## src/rtl/register_file_unit.sv

```systemverilog
// rtl/register_file_unit.sv - datapath register file with B-bus mux and request/ack memory port
module register_file_unit #(
   parameter int DATA_LEN        = 16,
   parameter int ADDRESS_LEN     = 8,
   parameter int INSTRUCTION_LEN = 6,
   parameter int NUM_GPR         = 8,
   parameter int C_BUS_LEN       = NUM_GPR + 4,
   parameter int SEL_LEN         = 4
) (
   input  logic                       clk,
   input  logic                       reset,
   input  logic [DATA_LEN-1:0]        c_bus_in,
   input  logic [C_BUS_LEN-1:0]       c_we,
   input  logic [C_BUS_LEN-1:0]       inc,
   input  logic [C_BUS_LEN-1:0]       dec,
   input  logic                       ld_ir,
   input  logic [SEL_LEN-1:0]         select,
   input  logic                       mem_read,
   input  logic                       mem_write,
   input  logic [DATA_LEN-1:0]        mem_rdata,
   input  logic                       mem_ack,
   output logic                       mem_rd_req,
   output logic                       mem_wr_req,
   output logic [ADDRESS_LEN-1:0]     mem_addr,
   output logic [DATA_LEN-1:0]        mem_wdata,
   output logic                       busy,
   output logic                       mem_done,
   output logic [INSTRUCTION_LEN-1:0] ir_out,
   output logic [DATA_LEN-1:0]        ac_out,
   output logic                       ac_zero,
   output logic [DATA_LEN-1:0]        mux_out
);

   typedef enum logic [1:0] {IDLE, RD_WAIT, WR_WAIT} state_t;

   state_t                     state_q, state_d;
   logic                       done_q, done_d;
   logic [DATA_LEN-1:0]        ac_q, ac_d, dr_q, dr_d, pc_q, pc_d, mux_q, mux_d;
   logic [ADDRESS_LEN-1:0]     ar_q, ar_d;
   logic [INSTRUCTION_LEN-1:0] ir_q, ir_d;
   logic [DATA_LEN-1:0]        gpr_q [NUM_GPR];
   logic [DATA_LEN-1:0]        gpr_d [NUM_GPR];

   // AR and DR only take direct writes, never inc/dec
   logic unused_incdec;
   assign unused_incdec = ^{inc[2:1], dec[2:1]};

   // Write beats inc/dec; inc and dec together cancel out
   function automatic logic [DATA_LEN-1:0] next_val(input logic [DATA_LEN-1:0] cur,
                                                    input logic we, input logic up,
                                                    input logic down,
                                                    input logic [DATA_LEN-1:0] wdata);
      if (we)
         return wdata;
      else if (up && !down)
         return cur + {{(DATA_LEN-1){1'b0}}, 1'b1};
      else if (down && !up)
         return cur - {{(DATA_LEN-1){1'b0}}, 1'b1};
      else
         return cur;
   endfunction

   assign busy       = (state_q != IDLE);
   assign mem_rd_req = (state_q == RD_WAIT);
   assign mem_wr_req = (state_q == WR_WAIT);
   assign mem_addr   = ar_q;
   assign mem_wdata  = dr_q;
   assign mem_done   = done_q;
   assign ir_out     = ir_q;
   assign ac_out     = ac_q;
   assign ac_zero    = (ac_q == '0);
   assign mux_out    = mux_q;

   // Memory handshake FSM: one outstanding request, new starts ignored while busy
   always_comb begin
      state_d = state_q;
      done_d  = 1'b0;
      case (state_q)
         IDLE: begin
            if (mem_read)
               state_d = RD_WAIT;
            else if (mem_write)
               state_d = WR_WAIT;
         end
         RD_WAIT, WR_WAIT: begin
            if (mem_ack) begin
               state_d = IDLE;
               done_d  = 1'b1;
            end
         end
         default: state_d = IDLE;
      endcase
   end

   // Register next-state and B-bus source selection from pre-edge values
   always_comb begin
      ac_d = next_val(ac_q, c_we[0], inc[0], dec[0], c_bus_in);
      pc_d = next_val(pc_q, c_we[3], inc[3], dec[3], c_bus_in);
      for (int i = 0; i < NUM_GPR; i++)
         gpr_d[i] = next_val(gpr_q[i], c_we[4+i], inc[4+i], dec[4+i], c_bus_in);

      ar_d = ar_q;
      if (c_we[1] && !busy)
         ar_d = c_bus_in[ADDRESS_LEN-1:0];

      dr_d = dr_q;
      if (state_q == RD_WAIT && mem_ack)
         dr_d = mem_rdata;
      else if (c_we[2] && !busy)
         dr_d = c_bus_in;

      ir_d = ld_ir ? dr_q[INSTRUCTION_LEN-1:0] : ir_q;

      mux_d = '0;
      case (select)
         SEL_LEN'(0): mux_d = dr_q;
         SEL_LEN'(1): mux_d = ac_q;
         SEL_LEN'(2): mux_d = pc_q;
         SEL_LEN'(3): mux_d = {{(DATA_LEN-ADDRESS_LEN){1'b0}}, ar_q};
         default: begin
            for (int i = 0; i < NUM_GPR; i++)
               if (select == SEL_LEN'(4 + i))
                  mux_d = gpr_q[i];
         end
      endcase
   end

   // State and register update; reset abandons any open transaction
   always_ff @(posedge clk) begin
      if (reset) begin
         state_q <= IDLE;
         done_q  <= 1'b0;
         ac_q    <= '0;
         ar_q    <= '0;
         dr_q    <= '0;
         pc_q    <= '0;
         ir_q    <= '0;
         mux_q   <= '0;
         for (int i = 0; i < NUM_GPR; i++)
            gpr_q[i] <= '0;
      end else begin
         state_q <= state_d;
         done_q  <= done_d;
         ac_q    <= ac_d;
         ar_q    <= ar_d;
         dr_q    <= dr_d;
         pc_q    <= pc_d;
         ir_q    <= ir_d;
         mux_q   <= mux_d;
         for (int i = 0; i < NUM_GPR; i++)
            gpr_q[i] <= gpr_d[i];
      end
   end

endmodule

```

## config.mk

```make
export PLATFORM = sky130hd
export DESIGN_NAME = register_file_unit
export DESIGN_NICKNAME = d
export VERILOG_FILES = /design/src/rtl/register_file_unit.sv
export SDC_FILE = /design/constraint.sdc
export NUM_CORES = 1
export LEC_CHECK = 0
export ABC_AREA = 1
export ABC_CLOCK_PERIOD_IN_PS = 2800
export CORE_UTILIZATION = 35
export DETAILED_ROUTE_END_ITERATION = 16
export PLACE_DENSITY = 0.54
export SYNTH_ARGS = -nofsm -noshare
export SYNTH_HDL_FRONTEND = slang
export SYNTH_SLANG_ARGS = --single-unit
export TNS_END_PERCENT = 30
```

## constraint.sdc

```tcl
create_clock -name clk -period 2.8 [get_ports clk]
set_clock_uncertainty 0.1 [all_clocks]
set_input_delay 0.56 -clock clk [delete_from_list [all_inputs] [get_ports clk]]
set_output_delay 0.56 -clock clk [all_outputs]
set_load 0.05 [all_outputs]
```

==> reports/qor.tcl, run 1 <==
set qor(core_area_sq_um) 56500
set qor(switch_pwr_mw) 6.100
set qor(yosysMostFrequentCell) {sky130_fd_sc_hd__nand2_1}
set qor(viasPerCell) 4.893
set qor(critPathCaptureType) {primary output}
set qor(post_route_cells_drive_above_1_share_pct) 8.823
set qor(final_core_util_pct) 44.10
set qor(ys_types) 37
set qor(worstRegToRegCells) 10
set qor(crit_family) {buffers and inverters}
set qor(synthToLayoutAreaGrowth_pct) 24.10
set qor(finalWeightedCongestion) 0.9295
set qor(min_delay_path_depth) 2
set qor(groute.usage.overall_pct) 26.16
set qor(pwr-share-clk_pct) 27.3
set qor(fp.dieH_um) 241.5
set qor(synthesized_area_per_cell_sq_um) 5.722
set qor(cap_viol_max_count) 0
set qor(firstDrtPassIters) 6
set qor(yosys_most_used_dff) {sky130_fd_sc_hd__dfxtp_1}
set qor(synthArstFlopShare_pct) 0
set qor(post_synth_most_frequent_cells) {sky130_fd_sc_hd__nand2_1 (1,184), sky130_fd_sc_hd__inv_1 (600), sky130_fd_sc_hd__nand3_1 (290)}
set qor(routed_vias) 22446
set qor(setup.worst_path.start_class) {flop}
set qor(detail_route.wl_per_cell_um) 17.11
set qor(power.density_cell_area_nw_per_um2) 567.0
set qor(post-place-ws_ns) -0.09945
set qor(worst_setup_margin_ns) 0.1117
set qor(grt_pass1_vias) 20242
set qor(cts-buffers-inserted) 28
set qor(outcome) {finished clean}
set qor(power_frac_seq_pct) 26.9
set qor(die_w_um) 241.5
set qor(ys_seq_area_share_pct) 20.84
set qor(path_max_fanout) 6
set qor(rsz0062_at_grt) {false}
set qor(combinationalPowerShare_pct) 45.9
set qor(timing.critical_path.slowest_stage_cell) {sky130_fd_sc_hd__clkdlybuf4s50_1}
set qor(synth.ff_latch_count) 209
set qor(syn-num-nets) 3760
set qor(cts_tree) {done}
set qor(synth-warning-count) 0
set qor(synth_top_cells_by_area) {sky130_fd_sc_hd__nand2_1 (22%), sky130_fd_sc_hd__dfxtp_1 (21%), sky130_fd_sc_hd__inv_1 (11%), sky130_fd_sc_hd__ha_1 (10%), sky130_fd_sc_hd__nand3_1 (7.2%)}
set qor(postRouteAntennaNets) 0
set qor(power.static_leakage_nw) 13.18
set qor(layout.area.seq_sq_um) 4184
set qor(timing.max_slew.rel_slack_pct) 49.73
set qor(cellInternalPower_mw) 8.027
set qor(number_of_enable_type_register_cells_in_the_synthesized_netlist) 0
set qor(grt_pass1_wl_um) 119100
set qor(fillCellCount) 6149
set qor(synth_top_area_share_pct) 22.13
set qor(cts.repair_timing.setup_buffer_count) 0
set qor(path_buf_inv) 1
set qor(insertion_delay_ns) 0.59
set qor(htree_num_levels) 1
set qor(timing.critical_path.slowest_cell_delay_ns) 0.88
set qor(mapped_area_sq_um) 20080
set qor(floorplan.initialDensity_pct) 35.54
set qor(top_level_ports) 145
set qor(finalSetupViolations) 0
set qor(critical_path.cell_chain) {clkdlybuf4s50_1}
set qor(switch_share_pct) 43.18
set qor(hold_class) {reg2reg}
set qor(multiInputGateArea_sq_um) 13120
set qor(report.final.hold_viol_count) 0
set qor(grt_start_max_net_pins) 112
set qor(final-max-slew-violation-count) 0
set qor(place.detailed.hpwl_um) 59930
set qor(drc_violations) 0
set qor(cts-root-to-sink-buffers) 3
set qor(max_freq_mhz) 372.0
set qor(floorplan.rows) 87
set qor(placement.io_buffers) 140
set qor(tightest_slew_ns) 0.7532
set qor(dieArea_sq_um) 58330
set qor(clockRootBuffer) {sky130_fd_sc_hd__clkbuf_16}
set qor(critical_path_class) {reg2out}
set qor(post-route-min-period_ns) 2.688
set qor(count_of_antenna_diodes_in_the_layout) 0
set qor(final_layout_net_count) 4060
set qor(finalCritPeriodShare_pct) 96.01
set qor(gr-total-overflow) 0
set qor(worst-endpoint-arrival_ns) 2.03
set qor(drt_iter0_markers) 1715
set qor(critical_path_cell_count) 1
set qor(worst_setup_hold_path_clk_slew_ns) 0.06
set qor(route.final.wire_length_um) 78500
set qor(timing.critical_path.required_ns) 2.14
set qor(synth_area_leader_cell) {sky130_fd_sc_hd__nand2_1}
set qor(antenna_found_initial) 4
set qor(tritoncts_num_sinks) 209
set qor(vdd_drop_max_mv) 0.5319
set qor(cells_after_synth) 3509
==> flip-flops by register name, indices dropped and copies added, names as in the netlist <==
name,flops
mem_done,1
ac_out,16
ir_out,6
mem_addr,8
pc_q,16
gpr_q,128
mem_wdata,16
mux_out,16
state_q,2
==> metrics by stage <==
| stage | hold slack (ns) | instances | setup TNS [ns] | power (mW) | area [sq um] |
|---|---|---|---|---|---|
| 2_1_floorplan | 0.3563 | 3509 | 0 | 8.012 | 20080 |
| 3_3_place_gp | 0.3783 | 4535 | -0.6528 | 10.26 | 23960 |
| 3_5_place_dp | 0.3805 | 4535 | -0.8144 | 10.28 | 23960 |
| 4_1_cts | 0.3790 | 4587 | 0 | 14.18 | 24920 |
| 5_1_grt | 0.4115 | 4587 | 0 | 15.19 | 24920 |
| 6_report | 0.3922 | 4587 | 0 | 14.13 | 24920 |
==> layout make-up <==
| cell class | instances | area share [%] |
|---|---|---|
| inverters | 612 | 9.220 |
| repair buffers | 382 | 13.69 |
| clock buffers | 30 | 2.968 |
| flip-flops and latches | 209 | 16.79 |
| multi-input cells | 2576 | 52.64 |
| well taps | 756 | 3.796 |
| clock inverters | 22 | 0.8938 |
==> cell families after synthesis <==
kind of cell | after synthesis | synth area share [%]
AOI/OAI and AO/OA | 590 | 15.64
xor gates and xnor gates | 40 | 1.745
DFF | 209 | 20.84
adders and majority gates | 173 | 11.15
buffers and inverters | 724 | 13.87
and+or+nand+nor | 1773 | 36.75
==> layout by cell type, fill, tap and decap left out, types with 5 or more instances in the layout <==
cell,synthesis,layout
sky130_fd_sc_hd__a31oi_1,57,57
sky130_fd_sc_hd__inv_1,600,599
sky130_fd_sc_hd__o21ai_0,228,228
sky130_fd_sc_hd__o221ai_1,8,8
sky130_fd_sc_hd__clkbuf_16,0,29
sky130_fd_sc_hd__clkinvlp_4,0,9
sky130_fd_sc_hd__a21oi_1,259,259
sky130_fd_sc_hd__and2_1,11,11
sky130_fd_sc_hd__a22oi_1,8,8
sky130_fd_sc_hd__o21bai_1,10,10
sky130_fd_sc_hd__xor2_1,40,40
sky130_fd_sc_hd__fa_1,10,10
sky130_fd_sc_hd__nand2_1,1184,1184
sky130_fd_sc_hd__clkinv_2,0,6
sky130_fd_sc_hd__clkdlybuf4s50_1,0,137
sky130_fd_sc_hd__inv_2,10,11
sky130_fd_sc_hd__nand2_2,8,8
sky130_fd_sc_hd__nor2_1,199,199
sky130_fd_sc_hd__o211ai_1,10,10
sky130_fd_sc_hd__nand4_1,31,31
sky130_fd_sc_hd__nand3_1,290,290
sky130_fd_sc_hd__buf_12,0,16
sky130_fd_sc_hd__o22ai_1,5,5
sky130_fd_sc_hd__nor2_4,7,7
sky130_fd_sc_hd__nor3_4,8,8
sky130_fd_sc_hd__dfxtp_1,209,209
sky130_fd_sc_hd__ha_1,163,163
sky130_fd_sc_hd__nor3_1,25,25
sky130_fd_sc_hd__buf_4,0,228
==> final timing paths <==
| check | startpoint | endpoint | slack [ns] |
|---|---|---|---|
| setup / recovery | ac_out[9]$_SDFFE_PP0P_ | ac_out[9] | 0.11 |
| hold / removal | gpr_q[1][29]$_SDFFE_PP0P_ | gpr_q[1][29]$_SDFFE_PP0P_ | 0.39 |
| setup reg to reg | ac_out[1]$_SDFFE_PP0P_ | ac_out[12]$_SDFFE_PP0P_ | 0.67 |
| hold reg to reg | gpr_q[1][29]$_SDFFE_PP0P_ | gpr_q[1][29]$_SDFFE_PP0P_ | 0.39 |
==> layer usage <==
layer | part of all wire [%] | track usage (%)
met5 | 0 | 0
met4 | 2.5 | 6.070
met3 | 5.8 | 2.519
met2 | 44 | 42.36
met1 | 48 | 37.13
==> timing repair <==
| item | 4_1_cts | 5_1_grt |
|---|---|---|
| endpoints found under the setup margin | 1 | 0 |
| hold buffers | 0 | 0 |
| resized for setup | 1 | 0 |
==> power by group through the flow <==
stage	Clock (mW)	Sequential [mW]	Combinational, mW
3_3_place_gp	0	3.86	6.40
2_1_floorplan	0	3.94	4.07
3_5_place_dp	0	3.86	6.42
5_1_grt	4.03	3.83	7.33
4_1_cts	3.93	3.79	6.45
6_report	3.85	3.80	6.48
Note: power is estimated with default switching activity, not from simulation.
==> inputs of run 2 (changes only) <==
--- a/config.mk
+++ b/config.mk
@@ -7,9 +7,13 @@
 export LEC_CHECK = 0
 export ABC_AREA = 1
 export ABC_CLOCK_PERIOD_IN_PS = 2800
+export CELL_PAD_IN_SITES_DETAIL_PLACEMENT = 0
+export CELL_PAD_IN_SITES_GLOBAL_PLACEMENT = 1
 export CORE_UTILIZATION = 35
 export DETAILED_ROUTE_END_ITERATION = 16
-export PLACE_DENSITY = 0.54
+export PLACE_DENSITY = 0.73
+export RECOVER_POWER = 50
+export REMOVE_ABC_BUFFERS = 1
 export SYNTH_ARGS = -nofsm -noshare
 export SYNTH_HDL_FRONTEND = slang
 export SYNTH_SLANG_ARGS = --single-unit
==> reports/qor.tcl, run 2 (synthesized netlist as in run 1, its figures left out) <==
set qor(floorplan.initialDensity_pct) 35.54 ;# unchanged
set qor(grt_pass1_wl_um) 120100 ;# +0.81%
set qor(layout.area.seq_sq_um) 4184 ;# unchanged
set qor(power.density_cell_area_nw_per_um2) 578.3 ;# +2.0%
set qor(fillCellCount) 6189 ;# +0.65%
set qor(multiInputGateArea_sq_um) 13020 ;# -0.72%
set qor(path_buf_inv) 2 ;# +1
set qor(firstDrtPassIters) 6 ;# unchanged
set qor(timing.setup.tns_ns) 0 ;# unchanged
set qor(insertion_delay_ns) 0.60 ;# about the same
set qor(final_layout_net_count) 4093 ;# +0.81%
set qor(setup.worst_path.start_class) {flop}
set qor(critical_path_cell_count) 3 ;# +2
set qor(synthToLayoutAreaGrowth_pct) 24.45
set qor(critical_path.cell_chain) {inv_1 > ha_1 > clkdlybuf4s50_1}
set qor(fp.dieH_um) 241.5 ;# unchanged
set qor(worst_setup_hold_path_clk_slew_ns) 0.06 ;# about the same
set qor(route.final.wire_length_um) 76970 ;# -2.0%
set qor(reg2reg_to) {mem_wdata[4]$_SDFFE_PP0P_}
set qor(largest_register_ff_count) 128 ;# unchanged
set qor(outcome) {finished clean}
set qor(postRouteAntennaNets) 0 ;# unchanged
set qor(routed_vias) 22338 ;# -0.48%
set qor(timing.critical_path.slowest_cell_delay_ns) 0.83 ;# -0.05 ns
set qor(drc_violations) 0 ;# unchanged
set qor(gr-total-overflow) 0 ;# unchanged
set qor(finalSetupViolations) 0 ;# unchanged
set qor(viasPerCell) 4.834 ;# -1.2%
set qor(max_freq_mhz) 365.3 ;# -1.8%
set qor(finalWeightedCongestion) 0.9075 ;# -2.4%
set qor(critPathLaunch) {state_q[1]$_SDFFE_PP0P_}
set qor(report.final.hold_viol_count) 0 ;# unchanged
set qor(finalNonFillerCells) 4621 ;# +0.74%
set qor(grt_pass1_vias) 20624 ;# +1.9%
set qor(worst-endpoint-arrival_ns) 2.08 ;# +0.05 ns
set qor(worst_setup_margin_ns) 0.06261 ;# -0.04911 ns
set qor(drt_iter0_markers) 1570 ;# -8.5%
set qor(critPathCaptureType) {primary output}
set qor(cts-buffers-inserted) 29 ;# +3.6%
set qor(vdd_drop_max_mv) 0.5508 ;# +3.6%
set qor(worstRegToRegCells) 8 ;# -2
set qor(placed_cells) 4567 ;# +0.71%
set qor(die_w_um) 241.5 ;# unchanged
set qor(tightest_slew_ns) 1.285 ;# +0.5321 ns
set qor(cp-endpoint) {mem_rd_req}
set qor(top_register) {gpr_q}
set qor(post-route-min-period_ns) 2.737 ;# +0.04911 ns
set qor(floorplan.rows) 87 ;# unchanged
set qor(clockRootBuffer) {sky130_fd_sc_hd__clkbuf_16}
set qor(grt_start_max_net_pins) 112 ;# unchanged
set qor(post_route_cells_drive_above_1_share_pct) 8.486 ;# -0.34 points
set qor(cts_tree) {done}
set qor(dieArea_sq_um) 58330 ;# unchanged
set qor(crit_family) {buffers and inverters}
set qor(timing.critical_path.slowest_stage_cell) {sky130_fd_sc_hd__clkdlybuf4s50_1}
set qor(timing.reg2reg.setup_slack_ns) 0.41 ;# -0.26 ns
set qor(hold_class) {reg2reg}
set qor(top_level_ports) 145 ;# unchanged
set qor(timing.critical_path.required_ns) 2.14 ;# about the same
set qor(htree_num_levels) 1 ;# unchanged
set qor(final_common_cell) {sky130_fd_sc_hd__nand2_1}
set qor(count_of_antenna_diodes_in_the_layout) 0 ;# unchanged
set qor(final-max-slew-violation-count) 0 ;# unchanged
set qor(cap_viol_max_count) 0 ;# unchanged
set qor(cts-root-to-sink-buffers) 3 ;# unchanged
set qor(timing.max_slew.rel_slack_pct) 14.00 ;# -36 points
set qor(post-place-ws_ns) -0.07116 ;# +0.02829 ns
set qor(core_area_sq_um) 56500 ;# unchanged
set qor(layout_common_cells) {sky130_fd_sc_hd__nand2_1 (1,191), sky130_fd_sc_hd__inv_1 (603), sky130_fd_sc_hd__nand3_1 (290)}
set qor(cts_hold_buf) 0 ;# unchanged
set qor(power.static_leakage_nw) 13.27 ;# +0.72%
set qor(final.hold.worst_slack_ns) 0.3849 ;# -0.007340 ns
set qor(antenna_found_initial) 3 ;# -1
set qor(rsz0062_at_grt) {false}
set qor(path_max_fanout) 3 ;# -3
set qor(placement.io_buffers) 140 ;# unchanged
set qor(detail_route.wl_per_cell_um) 16.66 ;# -2.7%
set qor(place.detailed.hpwl_um) 58630 ;# -2.2%
set qor(groute.usage.overall_pct) 25.93 ;# -0.23 points
set qor(finalCritPeriodShare_pct) 97.76 ;# +1.8 points
set qor(critical_path_class) {reg2out}
set qor(rr_startpoint) {state_q[1]$_SDFFE_PP0P_}
set qor(tritoncts_num_sinks) 209 ;# unchanged
## run 2: cell types whose count changed in the layout (fill, tap and decap cells not counted), moves of 6 or more
cell / previous run / this run
sky130_fd_sc_hd__nor3_4: 8 / 2
sky130_fd_sc_hd__nand2_2: 8 / 1
sky130_fd_sc_hd__clkinvlp_4: 9 / 1
sky130_fd_sc_hd__nand2_1: 1184 / 1191
sky130_fd_sc_hd__dlygate4sd3_1: 0 / 10
sky130_fd_sc_hd__clkbuf_1: 0 / 25
sky130_fd_sc_hd__nor3_1: 25 / 31
sky130_fd_sc_hd__buf_12: 16 / 10
sky130_fd_sc_hd__clkbuf_4: 0 / 15
sky130_fd_sc_hd__clkdlybuf4s50_1: 137 / 127
## run 2: per-stage QoR
step	utilization, %	instance area, sq um	power (mW)
floorplan	-	19590	7.904
global placement	42.75	24150	10.41
detailed placement	42.75	24150	10.42
CTS	44.58	25190	14.52
global route	44.23	24990	15.53
finish	44.23	24990	14.45
## run 2: worst min-delay path by stage
stage                                           from                          to  slack [ns]  cells past startpoint
final                       mem_addr[1]$_SDFFE_PP0P_    mem_addr[1]$_SDFFE_PP0P_        0.38                      2
after global routing      mem_wdata[14]$_SDFFE_PP0P_  mem_wdata[14]$_SDFFE_PP0P_        0.40                      2
after CTS                 mem_wdata[14]$_SDFFE_PP0P_  mem_wdata[14]$_SDFFE_PP0P_        0.39                      2
after detailed placement  mem_wdata[14]$_SDFFE_PP0P_  mem_wdata[14]$_SDFFE_PP0P_        0.38                      2
after global placement     mem_wdata[4]$_SDFFE_PP0P_   mem_wdata[4]$_SDFFE_PP0P_        0.37                      2
after floorplan              state_q[0]$_SDFFE_PP0P_     state_q[0]$_SDFFE_PP0P_        0.35                      2
## run 2: where the power goes
group	internal (mW)	switching [mW]
clock	2.51	1.58
sequential	3.33	0.456
combinational	2.56	4.01
total	8.40	6.05
## run 2: worst register-to-register path, cell delays in order (launching register included)
cell and delay (ns):
sky130_fd_sc_hd__dfxtp_1 0.33, sky130_fd_sc_hd__inv_1 0.08, sky130_fd_sc_hd__ha_1 0.23, sky130_fd_sc_hd__nand2_1 0.10, sky130_fd_sc_hd__clkinv_1 0.21, sky130_fd_sc_hd__nor2_2 0.13
sky130_fd_sc_hd__clkbuf_1 0.75, sky130_fd_sc_hd__a22oi_1 0.21, sky130_fd_sc_hd__a21oi_1 0.19
## run 2: metal layers
metal / vias to the layer above / track usage, % / wire (um)
met5: - / 0 / 0
met4: 0 / 5.732 / 1764
met3: 78 / 2.331 / 3835
met2: 457 / 42.65 / 34330
met1: 9968 / 36.49 / 37040
li1: 11835 / - / -
## run 2: what timing repair did
item,in CTS,in global routing
buffers inserted,0,0
gates resized for setup,1,0
setup endpoints to repair,1,0
## run 2: area by class of cell
class	count	area share, %
multi-input combinational	2576	52.11
inverter	612	9.194
tap	756	3.786
clock buffer	41	3.285
clock inverter	13	0.8613
timing repair buffer	414	14.02
sequential	209	16.75
==> inputs of run 3 (changes only) <==
--- a/config.mk
+++ b/config.mk
@@ -9,11 +9,12 @@
 export ABC_CLOCK_PERIOD_IN_PS = 2800
 export CELL_PAD_IN_SITES_DETAIL_PLACEMENT = 0
 export CELL_PAD_IN_SITES_GLOBAL_PLACEMENT = 1
-export CORE_UTILIZATION = 35
+export CORE_UTILIZATION = 40
 export DETAILED_ROUTE_END_ITERATION = 16
-export PLACE_DENSITY = 0.73
+export PLACE_DENSITY = 0.87
 export RECOVER_POWER = 50
 export REMOVE_ABC_BUFFERS = 1
+export SETUP_SLACK_MARGIN = 0.15
 export SYNTH_ARGS = -nofsm -noshare
 export SYNTH_HDL_FRONTEND = slang
 export SYNTH_SLANG_ARGS = --single-unit
==> reports/qor.tcl, run 3 (synthesized netlist as in run 1, its figures left out) <==
set qor(report.final.hold_viol_count) 0 ;# unchanged
set qor(detail_route.wl_per_cell_um) 16.16 ;# -3.0%
set qor(grt_pass1_vias) 20444 ;# -0.87%
set qor(placement.cell_area_sq_um) 23710 ;# -1.8%
set qor(firstDrtPassIters) 6 ;# unchanged
set qor(place.detailed.hpwl_um) 54930 ;# -6.3%
set qor(postRouteAntennaNets) 0 ;# unchanged
set qor(viasPerCell) 5.014 ;# +3.7%
set qor(worst_setup_hold_path_clk_slew_ns) 0.06 ;# about the same
set qor(grt_start_max_net_pins) 112 ;# unchanged
set qor(final_common_cell) {sky130_fd_sc_hd__nand2_1}
set qor(final_layout_net_count) 4050 ;# -1.1%
set qor(insertion_delay_ns) 0.58 ;# -0.02 ns
set qor(grt_pass1_wl_um) 112100 ;# -6.6%
set qor(cap_viol_max_count) 0 ;# unchanged
set qor(hold_class) {in2reg}
set qor(layout_common_cells) {sky130_fd_sc_hd__nand2_1 (1,190), sky130_fd_sc_hd__inv_1 (603), sky130_fd_sc_hd__nand3_1 (290)}
set qor(outcome) {finished clean}
set qor(top_level_ports) 145 ;# unchanged
set qor(finalSetupViolations) 0 ;# unchanged
set qor(core_area_sq_um) 49250 ;# -13%
set qor(critPathLaunch) {ac_out[8]$_SDFFE_PP0P_}
set qor(cts-root-to-sink-buffers) 3 ;# unchanged
set qor(timing.critical_path.required_ns) 2.14 ;# about the same
set qor(largest_register_ff_count) 128 ;# unchanged
set qor(rr_startpoint) {pc_q[0]$_SDFFE_PP0P_}
set qor(setup.worst_path.start_class) {flop}
set qor(finalCritPeriodShare_pct) 93.71 ;# -4.1 points
set qor(power.static_leakage_nw) 12.97 ;# -2.2%
set qor(worst-endpoint-arrival_ns) 1.96 ;# -0.12 ns
set qor(critical_path.cell_chain) {clkdlybuf4s50_1}
set qor(critical_path_class) {reg2out}
set qor(placement.io_buffers) 140 ;# unchanged
set qor(gr-total-overflow) 0 ;# unchanged
set qor(cts.repair_timing.setup_buffer_count) 0 ;# unchanged
set qor(route.final.wire_length_um) 72430 ;# -5.9%
set qor(top_register) {gpr_q}
set qor(crit_family) {buffers and inverters}
set qor(floorplan.rows) 81 ;# -6.9%
set qor(path_buf_inv) 1 ;# -1
set qor(reg2reg_to) {pc_q[12]$_SDFFE_PP0P_}
set qor(synthToLayoutAreaGrowth_pct) 21.39
set qor(post-route-min-period_ns) 2.624 ;# -0.1135 ns
set qor(tightest_slew_ns) 0.7167 ;# -0.5685 ns
set qor(rsz0062_at_grt) {true}
set qor(critical_path_cell_count) 1 ;# -2
set qor(timing.critical_path.slowest_stage_cell) {sky130_fd_sc_hd__clkdlybuf4s50_1}
set qor(groute.usage.overall_pct) 28.12 ;# +2.2 points
set qor(clockRootBuffer) {sky130_fd_sc_hd__clkbuf_16}
set qor(floorplan.initialDensity_pct) 40.76 ;# +5.2 points
set qor(min_delay_path_depth) 4 ;# +2
set qor(drt_iter0_markers) 1839 ;# +17%
set qor(routed_vias) 22476 ;# +0.62%
set qor(cts_tree) {done}
set qor(cp-endpoint) {ac_out[8]}
set qor(post_route_cells_drive_above_1_share_pct) 7.569 ;# -0.92 points
set qor(fp.dieH_um) 226.0 ;# -6.4%
set qor(layout.cell_area.non_filler_sq_um) 24370 ;# -2.5%
set qor(die_w_um) 226.0 ;# -6.4%
set qor(timing.max_slew.rel_slack_pct) 52.17 ;# +38 points
set qor(cts-buffers-inserted) 26 ;# -10%
set qor(dieArea_sq_um) 51090 ;# -12%
set qor(final-max-slew-violation-count) 0 ;# unchanged
set qor(vdd_drop_max_mv) 0.3916 ;# -29%
set qor(htree_num_levels) 1 ;# unchanged
set qor(timing.critical_path.slowest_cell_delay_ns) 0.87 ;# +0.04 ns
set qor(critPathCaptureType) {primary output}
set qor(timing.reg2reg.setup_slack_ns) 0.62 ;# +0.21 ns
set qor(max_freq_mhz) 381.1 ;# +4.3%
set qor(antenna_found_initial) 3 ;# unchanged
set qor(worstRegToRegCells) 10 ;# +2
set qor(finalWeightedCongestion) 0.9860 ;# +8.7%
set qor(tritoncts_num_sinks) 209 ;# unchanged
set qor(power.density_cell_area_nw_per_um2) 558.6 ;# -3.4%
set qor(drc_violations) 0 ;# unchanged
set qor(power.total_mw) 13.61 ;# -5.8%
set qor(path_max_fanout) 5 ;# +2
==> run 3: cell types whose count changed in the layout (fill, tap and decap cells not counted), sizes merged <==
| cell | change |
|---|---|
| clkinvlp | +3 |
| clkdlybuf4s15 | +1 |
| dlygate4sd2 | -1 |
| clkinv | -2 |
| clkbuf | -9 |
| clkdlybuf4s50 | -1 |
| buf | -34 |
| diode | +1 |
| bufinv | -4 |
==> run 3: worst min-delay path by stage <==
stage,startpoint,endpoint,slack (ns)
final,reset,mux_out[11]$_SDFF_PP0_,0.32
after global routing,reset,mux_out[11]$_SDFF_PP0_,0.33
after CTS,reset,mux_out[10]$_SDFF_PP0_,0.31
after detailed placement,mem_wdata[9]$_SDFFE_PP0P_,mem_wdata[9]$_SDFFE_PP0P_,0.37
after global placement,mem_addr[3]$_SDFFE_PP0P_,mem_addr[3]$_SDFFE_PP0P_,0.36
after floorplan,state_q[0]$_SDFFE_PP0P_,state_q[0]$_SDFFE_PP0P_,0.35
==> run 3: layout make-up <==
type                    count  area (sq um)
multi-input cells        2576         13030
fillers                  5375         24880
diodes                      1         2.502
repair buffers            374          3173
flip-flops and latches    209          4184
well taps                 664         830.8
inverters                 612          2297
clock buffers              37         752.0
clock inverters            10         100.1
==> run 3: timing repair <==
| action | CTS | global route |
|---|---|---|
| endpoints found under the setup margin | 1 | 2 |
| hold buffers | 0 | 0 |
| resized for setup | 3 | 1 |
==> run 3: worst min-delay path, stage by stage <==
cell                      delay (ns)
sky130_fd_sc_hd__buf_4          0.11
sky130_fd_sc_hd__inv_2          0.12
sky130_fd_sc_hd__o21ai_0        0.10
sky130_fd_sc_hd__nor2_1         0.05
==> run 3: where the power goes <==
part | switching, mW | total, mW | internal [mW]
Sequential | 0.436 | 3.77 | 3.33
Clock | 1.49 | 3.45 | 1.97
Combinational | 3.93 | 6.39 | 2.46
==> run 3: metrics by stage <==
stage / hold WS, ns / util (%) / cells / setup WS [ns] / TNS [ns]
after floorplan: 0.3503 / - / 3397 / -0.1514 / -0.1514
after global routing: 0.3306 / 49.48 / 4482 / 0.07709 / 0
final: 0.3161 / 49.48 / 4483 / 0.1761 / 0
after global placement: 0.3624 / 48.14 / 4435 / -0.07954 / -0.8976
after detailed placement: 0.3730 / 48.14 / 4435 / -0.1052 / -1.307
after CTS: 0.3149 / 49.87 / 4482 / 0.1633 / 0
==> run 3: layer usage <==
metal / track usage (%) / vias to the layer above / part of all wire, %
met5: 0 / - / 0.015
met2: 45.19 / 652 / 43
met3: 3.890 / 128 / 7.5
met4: 8.915 / 2 / 3.6
li1: - / 11732 / -
met1: 38.62 / 9962 / 46
